[src/rtl/clk_div_tracker.sv]
// clk_div_tracker
//   Recovers the phase of an externally divided clock (clkDivIn) in the clkIn
//   domain. Rising edges of the synchronised input are timed by a period
//   counter; once LOCK_CNT consecutive intervals of exactly DSR cycles are
//   seen, a free-running phase counter is locked to the edges and a clean
//   divided clock is regenerated from it. Any early or missing edge while
//   locked raises a one-cycle perErr and drops back to acquisition.
//
//   Optional feature: define CLKDIV_TRACK_ERRCNT_EN to add the errCnt output,
//   a saturating count of perErr pulses that is cleared only by reset.
//
// Ports
//   clkIn      in   fast clock, all logic on its rising edge
//   rst        in   synchronous active-low reset
//   clkDivIn   in   divided clock, asynchronous to clkIn
//   cntOut     out  recovered phase counter, 0 when not locked
//   clkRecOut  out  regenerated divided clock, high for cnt < DSR/2 while locked
//   locked     out  high while in the locked state
//   perErr     out  one-cycle pulse on a period violation while locked
//   errCnt     out  (CLKDIV_TRACK_ERRCNT_EN only) saturating perErr count
module clk_div_tracker #(
    parameter int DSR         = 4,
    parameter int LOCK_CNT    = 3,
    parameter int SYNC_STAGES = 2
) (
    input  logic                   clkIn,
    input  logic                   rst,
    input  logic                   clkDivIn,
    output logic [$clog2(DSR)-1:0] cntOut,
    output logic                   clkRecOut,
    output logic                   locked,
    output logic                   perErr
`ifdef CLKDIV_TRACK_ERRCNT_EN
    ,
    output logic [7:0]             errCnt
`endif
);

    localparam int CW = $clog2(DSR);
    localparam int PW = $clog2(2 * DSR + 1);

    localparam logic [PW-1:0] PER_MAX   = PW'(2 * DSR);
    localparam logic [PW-1:0] PER_EXP   = PW'(DSR);
    localparam logic [CW-1:0] CNT_LAST  = CW'(DSR - 1);
    localparam logic [CW-1:0] CNT_HALF  = CW'(DSR / 2);
    localparam logic [3:0]    GOOD_LOCK = 4'(LOCK_CNT);

    typedef enum logic [1:0] {
        StSearch,
        StAcquire,
        StLocked
    } stateT;

    stateT            stateQ, stateD;
    logic [SYNC_STAGES-1:0] syncQ;
    logic             prevQ;
    logic             edgeDet;
    logic [PW-1:0]    perQ, perD;
    logic [3:0]       goodQ, goodD;
    logic [CW-1:0]    cntQ, cntD;
    logic             lockedQ;
    logic             perErrQ, perErrD;

    // Synchroniser plus one extra sample of the last stage for edge detection.
    always_ff @(posedge clkIn) begin
        if (!rst) begin
            syncQ <= '0;
            prevQ <= 1'b0;
        end else begin
            syncQ <= {syncQ[SYNC_STAGES-2:0], clkDivIn};
            prevQ <= syncQ[SYNC_STAGES-1];
        end
    end

    assign edgeDet = syncQ[SYNC_STAGES-1] & ~prevQ;

    always_comb begin
        stateD  = stateQ;
        goodD   = goodQ;
        cntD    = cntQ;
        perErrD = 1'b0;
        // per holds the length of the interval ending in this cycle.
        if (edgeDet) begin
            perD = PW'(1);
        end else if (perQ == PER_MAX) begin
            perD = perQ;
        end else begin
            perD = perQ + PW'(1);
        end

        unique case (stateQ)
            StSearch: begin
                if (edgeDet) begin
                    stateD = StAcquire;
                    goodD  = '0;
                end
            end
            StAcquire: begin
                // An edge wins over a simultaneous per saturation.
                if (edgeDet) begin
                    if (perQ == PER_EXP) begin
                        goodD = goodQ + 4'd1;
                        if (goodQ + 4'd1 == GOOD_LOCK) begin
                            stateD = StLocked;
                            cntD   = '0;
                        end
                    end else begin
                        goodD = '0;
                    end
                end else if (perQ == PER_MAX) begin
                    stateD = StSearch;
                end
            end
            StLocked: begin
                // The edge is due exactly when cnt is at its last value: an
                // edge elsewhere is early, no edge there is late/missing.
                if (edgeDet != (cntQ == CNT_LAST)) begin
                    perErrD = 1'b1;
                    stateD  = StAcquire;
                    goodD   = '0;
                    cntD    = '0;
                end else if (cntQ == CNT_LAST) begin
                    cntD = '0;
                end else begin
                    cntD = cntQ + CW'(1);
                end
            end
            default: begin
                stateD = StSearch;
            end
        endcase
    end

    always_ff @(posedge clkIn) begin
        if (!rst) begin
            stateQ  <= StSearch;
            perQ    <= '0;
            goodQ   <= '0;
            cntQ    <= '0;
            lockedQ <= 1'b0;
            perErrQ <= 1'b0;
        end else begin
            stateQ  <= stateD;
            perQ    <= perD;
            goodQ   <= goodD;
            cntQ    <= cntD;
            lockedQ <= (stateD == StLocked);
            perErrQ <= perErrD;
        end
    end

    assign locked    = lockedQ;
    assign perErr    = perErrQ;
    assign cntOut    = lockedQ ? cntQ : '0;
    assign clkRecOut = lockedQ && (cntQ < CNT_HALF);

`ifdef CLKDIV_TRACK_ERRCNT_EN
    logic [7:0] errCntQ;

    always_ff @(posedge clkIn) begin
        if (!rst) begin
            errCntQ <= '0;
        end else if (perErrD && (errCntQ != 8'hFF)) begin
            errCntQ <= errCntQ + 8'd1;
        end
    end

    assign errCnt = errCntQ;
`endif

endmodule

[config.mk]
export PLATFORM = sky130hd
export DESIGN_NAME = clk_div_tracker
export DESIGN_NICKNAME = d
export VERILOG_FILES = /design/src/rtl/clk_div_tracker.sv
export SDC_FILE = /design/constraint.sdc
export NUM_CORES = 1
export LEC_CHECK = 0
export BUFFER_PORTS_ARGS = -buffer_cell sky130_fd_sc_hd__buf_2
export CAP_MARGIN = 20
export CORE_MARGIN = 2
export CORE_UTILIZATION = 23
export DETAILED_ROUTE_END_ITERATION = 16
export GPL_TIMING_DRIVEN = 0
export SLEW_MARGIN = 20
export SYNTH_ARGS = -nofsm -noshare
export SYNTH_HDL_FRONTEND = slang
export SYNTH_SLANG_ARGS = --single-unit
[constraint.sdc]
create_clock -name clkIn -period 1.7 [get_ports clkIn]
set_input_delay 0.425 -clock clkIn [delete_from_list [all_inputs] [get_ports clkIn]]
set_output_delay 0.425 -clock clkIn [all_outputs]
set_load 0.01 [all_outputs]
==> out/qor.yml, run 1 <==
synth-adder-area-share: 0.07236
yosysMostFrequentCell: "dfxtp_1"
synth_common_cells: "dfxtp_1 (17), nand3_1 (7), nor2_1 (6)"
grt_usage: 0.08907
drive_above_1_share: 0.2000
post_dp_cell_area_um2: 954.7
cp.required_ns: 1.88
hold_violations: 0
avgViaCountPerCell: 4.614
grt_antenna_before_repair: 0
antenna_cells: 0
clk_path_buf_depth: 2
clkTransAtPathRegs_ns: 0.07
multi_input_area_um2: 493.0
place_inst: 148
ys_seq_area_frac: 0.3936
netlist_instances: 94
criticalPathCategory: "flop to flop"
die_w_um: 65.31
grt_max_degree: 11
regArea_um2: 340.3
cts-root-buf: "clkbuf_8"
final_nets: 114
synth_xor_area_frac: 0.05065
min_path_cells: 2
power_leakage_nw: 0.3792
finalPower_uw: 776.0
start_kind: "flop"
synthSimpleGateAreaFrac: 0.2880
synthToLayoutAreaGrowth_pct: 17.51
vdd_drop_max_v: 0.0005841
r2r_cells: 6
hold_path.class: "primary input to flop"
maxCapViolations: 0
setup_viol: 0
hold_path_startpoint: "clkDivIn"
period_minus_slack_ns: 1.663
gr-total-overflow: 0
grt_pass1_wl_um: 2932
maxSlewViolCount: 0
crit_path_max_fanout: 4
synthTopCellsByArea: "dfxtp_1 (39%), ha_1 (7.2%), nand3_1 (4.1%)"
design_area_mm2: 0.001016
num-fill-cells: 420
grt_pass1_vias: 698
synth-edff-count: 0
rsz0062_at_grt: "yes"
start_util: 0.2379
gp_congestion: 0.7705
vias: 706
synth_area_um2: 864.6
drtIter0Drc: 14
die_h_um: 65.31
pin_count: 8
finalNonFillerCells: 153
tritoncts: "yes"
synth_top_family_by_area: "simple AND/OR/NAND/NOR gates"
reg2reg_slack_ns: 0.04
wire_per_inst_um: 11.63
pwr_density_cell_mw_per_mm2: 763.8
muxShareOfSynthArea: 0.01158
die_area_mm2: 0.004265
cts-hold-fix-buffers: 0
syn_nets: 102
yosys_warnings: 0
yosys_most_used_dff: "dfxtp_1"
hpwl_um: 1289
fp-row-count: 22
synth_top_area_share: 0.3936
worst-slew-pin-transition_ns: 0.5648
status: "finished, final reports clean"
synth_compound_gate_area_share: 0.1375
drt_pre_antenna_iters: 4
clock_latency_ns: 0.25
fmax_ghz: 0.6014
slew_headroom: 0.6206
syn-mean-instance-area_um2: 9.198
min_period_over_period: 0.9782
fin_skew_ns: 0.002299
end_kind: "flop"
holdWs_ns: 0.3914
synth_cell_types: 36
timing.rr.start: "perQ[0]"
final_antenna_net_count: 0
reg2reg_to: "goodQ[3]"
worstHoldEndpoint: "syncQ[0]"
port_buffers: 6
synth-seq-cells: 17
htree_levels: 1
fp.coreArea_mm2: 0.003633
clock-sinks: 17
cts-buffers-inserted: 3
drt-total-wl_um: 1779
synth_area_leader_cell: "dfxtp_1"
drc: 0
async_flop_share: 0
arrival_ns: 1.85
==> cells in the final DEF (no fill, tap or decap), drive strengths merged, types with 4 or more instances in the layout <==
cell type / count
nand3: 7
inv: 5
ha: 5
dfxtp: 17
buf: 9
nand2: 4
nor3: 4
a21oi: 4
nor2: 6
clkbuf: 4
xnor2: 4
and2: 5
nand2b: 4
==> cell families after synthesis <==
logic type | after synthesis
adder cells (fa/ha/maj) | 5
AND/OR/NAND/NOR | 43
XOR/XNOR | 5
AO/OA/AOI/OAI | 16
buffers and inverters | 7
multiplexers | 1
flip-flops | 17
==> what timing repair did <==
item                                    4_1_cts  5_1_grt
endpoints found under the setup margin        2        7
pin swaps                                     0        2
buffers inserted                              0        1
gates resized for setup                       1        1
endpoints found under the hold margin         0        0
==> state kept, by name, indices dropped and copies added (netlist names) <==
register,count
stateQ,2
locked,1
syncQ,2
cntQ,2
goodQ,4
perQ,4
prevQ,1
perErr,1
==> layout make-up <==
type | count | share of cell area
repair buffers | 7 | 0.03695
flip-flops and latches | 17 | 0.3350
plain buffers | 2 | 0.01601
multi-input cells | 70 | 0.4852
well taps | 48 | 0.05911
inverters | 5 | 0.02340
clock buffers | 4 | 0.04434
==> worst max-delay path by stage <==
stage                        start        to
after global routing       perQ[0]  goodQ[2]
after CTS                  perQ[0]  goodQ[3]
after detailed placement  goodQ[1]   cntQ[1]
after global placement     perQ[0]  goodQ[3]
final                      perQ[0]  goodQ[3]
after floorplan                rst  goodQ[3]
==> per-stage QoR <==
stage | setup TNS, ns | setup slack [ns] | utilization
5_1_grt | -0.02741 | -0.01426 | 0.2796
4_1_cts | 0 | 0.01719 | 0.2769
2_1_floorplan | 0 | 0.1436 | -
6_report | 0 | 0.03708 | 0.2796
3_5_place_dp | -0.04805 | -0.04307 | 0.2627
3_3_place_gp | 0 | 0.07480 | 0.2627
==> worst max-delay path, stage by stage, from the launching register on <==
cell,delay (ns)
dfxtp_1,0.34
inv_1,0.07
ha_1,0.17
nand3b_1,0.16
or4_4,0.44
or3_1,0.33
o211ai_2,0.08
==> power by group <==
part / internal [mW] / switching, mW
logic: 0.0232 / 0.0309
clock network: 0.166 / 0.139
registers: 0.409 / 0.00818
==> layer usage <==
layer / up-vias / GRT usage / part of all wire
met4: 0 / 0.02083 / 0.0073
met5: - / 0 / 0
met1: 328 / 0.1033 / 0.47
met2: 17 / 0.1556 / 0.48
met3: 2 / 0.03253 / 0.050
li1: 359 / - / -
Power figures use the tool's default switching activity.
==> inputs of run 2 (changes only) <==
--- a/config.mk
+++ b/config.mk
@@ -8,7 +8,8 @@
 export BUFFER_PORTS_ARGS = -buffer_cell sky130_fd_sc_hd__buf_2
 export CAP_MARGIN = 20
 export CORE_MARGIN = 2
-export CORE_UTILIZATION = 23
+export CORE_UTILIZATION = 35
+export CTS_BUF_LIST = sky130_fd_sc_hd__clkbuf_8
 export DETAILED_ROUTE_END_ITERATION = 16
 export GPL_TIMING_DRIVEN = 0
 export SLEW_MARGIN = 20
==> run 2 against run 1 <==
  * Maximum frequency increased by 3.2%
  * Sequential share of layout area is 0.16 points higher
  * Sequential cell count did not move
  * Via count up 0.42%
  * Combinational power shrank 4.1%
  * Critical path depth unchanged
  * Clock skew rose by 0.0053 ns
  * Core utilization up 14 points
  * Routed wire length fell by 7.8%
==> out/qor.yml, run 2 (synthesized netlist as in run 1, its figures left out) <==
synthToLayoutAreaGrowth_pct: 18.23
power_leakage_nw: 0.3876
pin_count: 8
start_util: 0.3588
place_inst: 130
hold_path.class: "primary input to flop"
drtIter0Drc: 9
fmax_ghz: 0.6205
clock_latency_ns: 0.26
num-fill-cells: 250
cp.required_ns: 1.89
grt_pass1_wl_um: 2718
critical_path.max_stage_delay_ns: 0.44
worst-slew-pin-transition_ns: 0.4490
status: "finished, final reports clean"
grt_usage: 0.1365
min_path_cells: 2
fin_skew_ns: 0.007624
final_common_cell: "dfxtp_1"
path_cells: "inv_1 > ha_1 > nand3b_1 > or4_4 > or3_1 > o211ai_2"
maxCapViolations: 0
post-route-util: 0.4242
multi_input_area_um2: 514.2
maxSlewViolCount: 0
min_period_over_period: 0.9480
drt-total-wl_um: 1640
crit_path_max_fanout: 4
vdd_drop_max_v: 0.0006624
cpLargestDelayFamily: "simple AND/OR/NAND/NOR gates"
worstHoldEndpoint: "syncQ[0]"
clkTransAtPathRegs_ns: 0.07
drt_pre_antenna_iters: 5
die_h_um: 53.70
worst_slack_ns: 0.08845
antenna_cells: 0
hold_path_startpoint: "clkDivIn"
critPathSlowestCell: "or4_4"
final_antenna_net_count: 0
setup_viol: 0
start_kind: "flop"
drive_above_1_share: 0.2762
reg_top3: "goodQ (4), perQ (4)"
period_minus_slack_ns: 1.612
tns_ns: 0
final_nets: 114
grt_max_degree: 12
r2r_cells: 6
reg2reg_to: "goodQ[3]"
criticalPathCategory: "flop to flop"
grt_antenna_before_repair: 0
timing.rr.start: "perQ[0]"
die_w_um: 53.70
clk_path_buf_depth: 2
end_kind: "flop"
fp-row-count: 18
holdWs_ns: 0.3794
regArea_um2: 344.1
cts-buffers-inserted: 3
slew_headroom: 0.6967
hpwl_um: 1169
wire_per_inst_um: 12.15
gr-total-overflow: 0
rsz0062_at_grt: "no"
arrival_ns: 1.80
worst-path-buf-inv: 1
gp_congestion: 0.7423
port_buffers: 6
finalPower_uw: 786.9
tritoncts: "yes"
reg2reg_slack_ns: 0.09
cts-root-buf: "clkbuf_8"
pwr_density_cell_mw_per_mm2: 769.8
post-place-ws_ns: -0.02339
finalNonFillerCells: 135
avgViaCountPerCell: 5.252
hold_violations: 0
grt_pass1_vias: 632
post_dp_cell_area_um2: 932.1
die_area_mm2: 0.002884
drc: 0
fp.coreArea_mm2: 0.002410
htree_levels: 1
vias: 709
final_cell_mix: "dfxtp_1 (14), buf_2 (7), nand3_1 (7)"
clock-sinks: 17
cts-hold-fix-buffers: 0
design_area_mm2: 0.001022
-- run 2: how the worst max path moves through the flow --
stage	start	end	slack (ns)	depth (start not counted)
floorplan	rst	goodQ[3]	0.14	5
global placement	goodQ[1]	cntQ[1]	0.03	5
detailed placement	goodQ[1]	cntQ[1]	-0.02	5
CTS	goodQ[1]	stateQ[1]	0.01	5
global route	perQ[0]	goodQ[3]	0.01	6
finish	perQ[0]	goodQ[3]	0.09	6
-- run 2: where the power goes --
part | internal [mW] | switching, mW
combinational | 0.0227 | 0.0293
clock | 0.165 | 0.153
sequential | 0.409 | 0.00813
total | 0.597 | 0.190
-- run 2: what timing repair did --
action	4_1_cts	5_1_grt
pin swaps	0	1
gates cloned	0	0
buffers inserted	0	1
gates resized for setup	1	9
endpoints found under the setup margin	2	7
-- run 2: area by class of cell --
cell class | instances | share of cell area
timing repair buffer | 7 | 0.03672
inverter | 5 | 0.02326
clock buffer | 3 | 0.04039
tap | 30 | 0.03672
buffer | 2 | 0.01591
clock inverter | 1 | 0.007344
multi-input combinational | 70 | 0.5031
sequential | 17 | 0.3366
-- run 2: layer usage --
layer / part of all wire / global-route usage
met3: 0.023 / 0.02500
met2: 0.51 / 0.2256
met5: 0 / 0
met4: 0.029 / 0.1026
met1: 0.44 / 0.1548
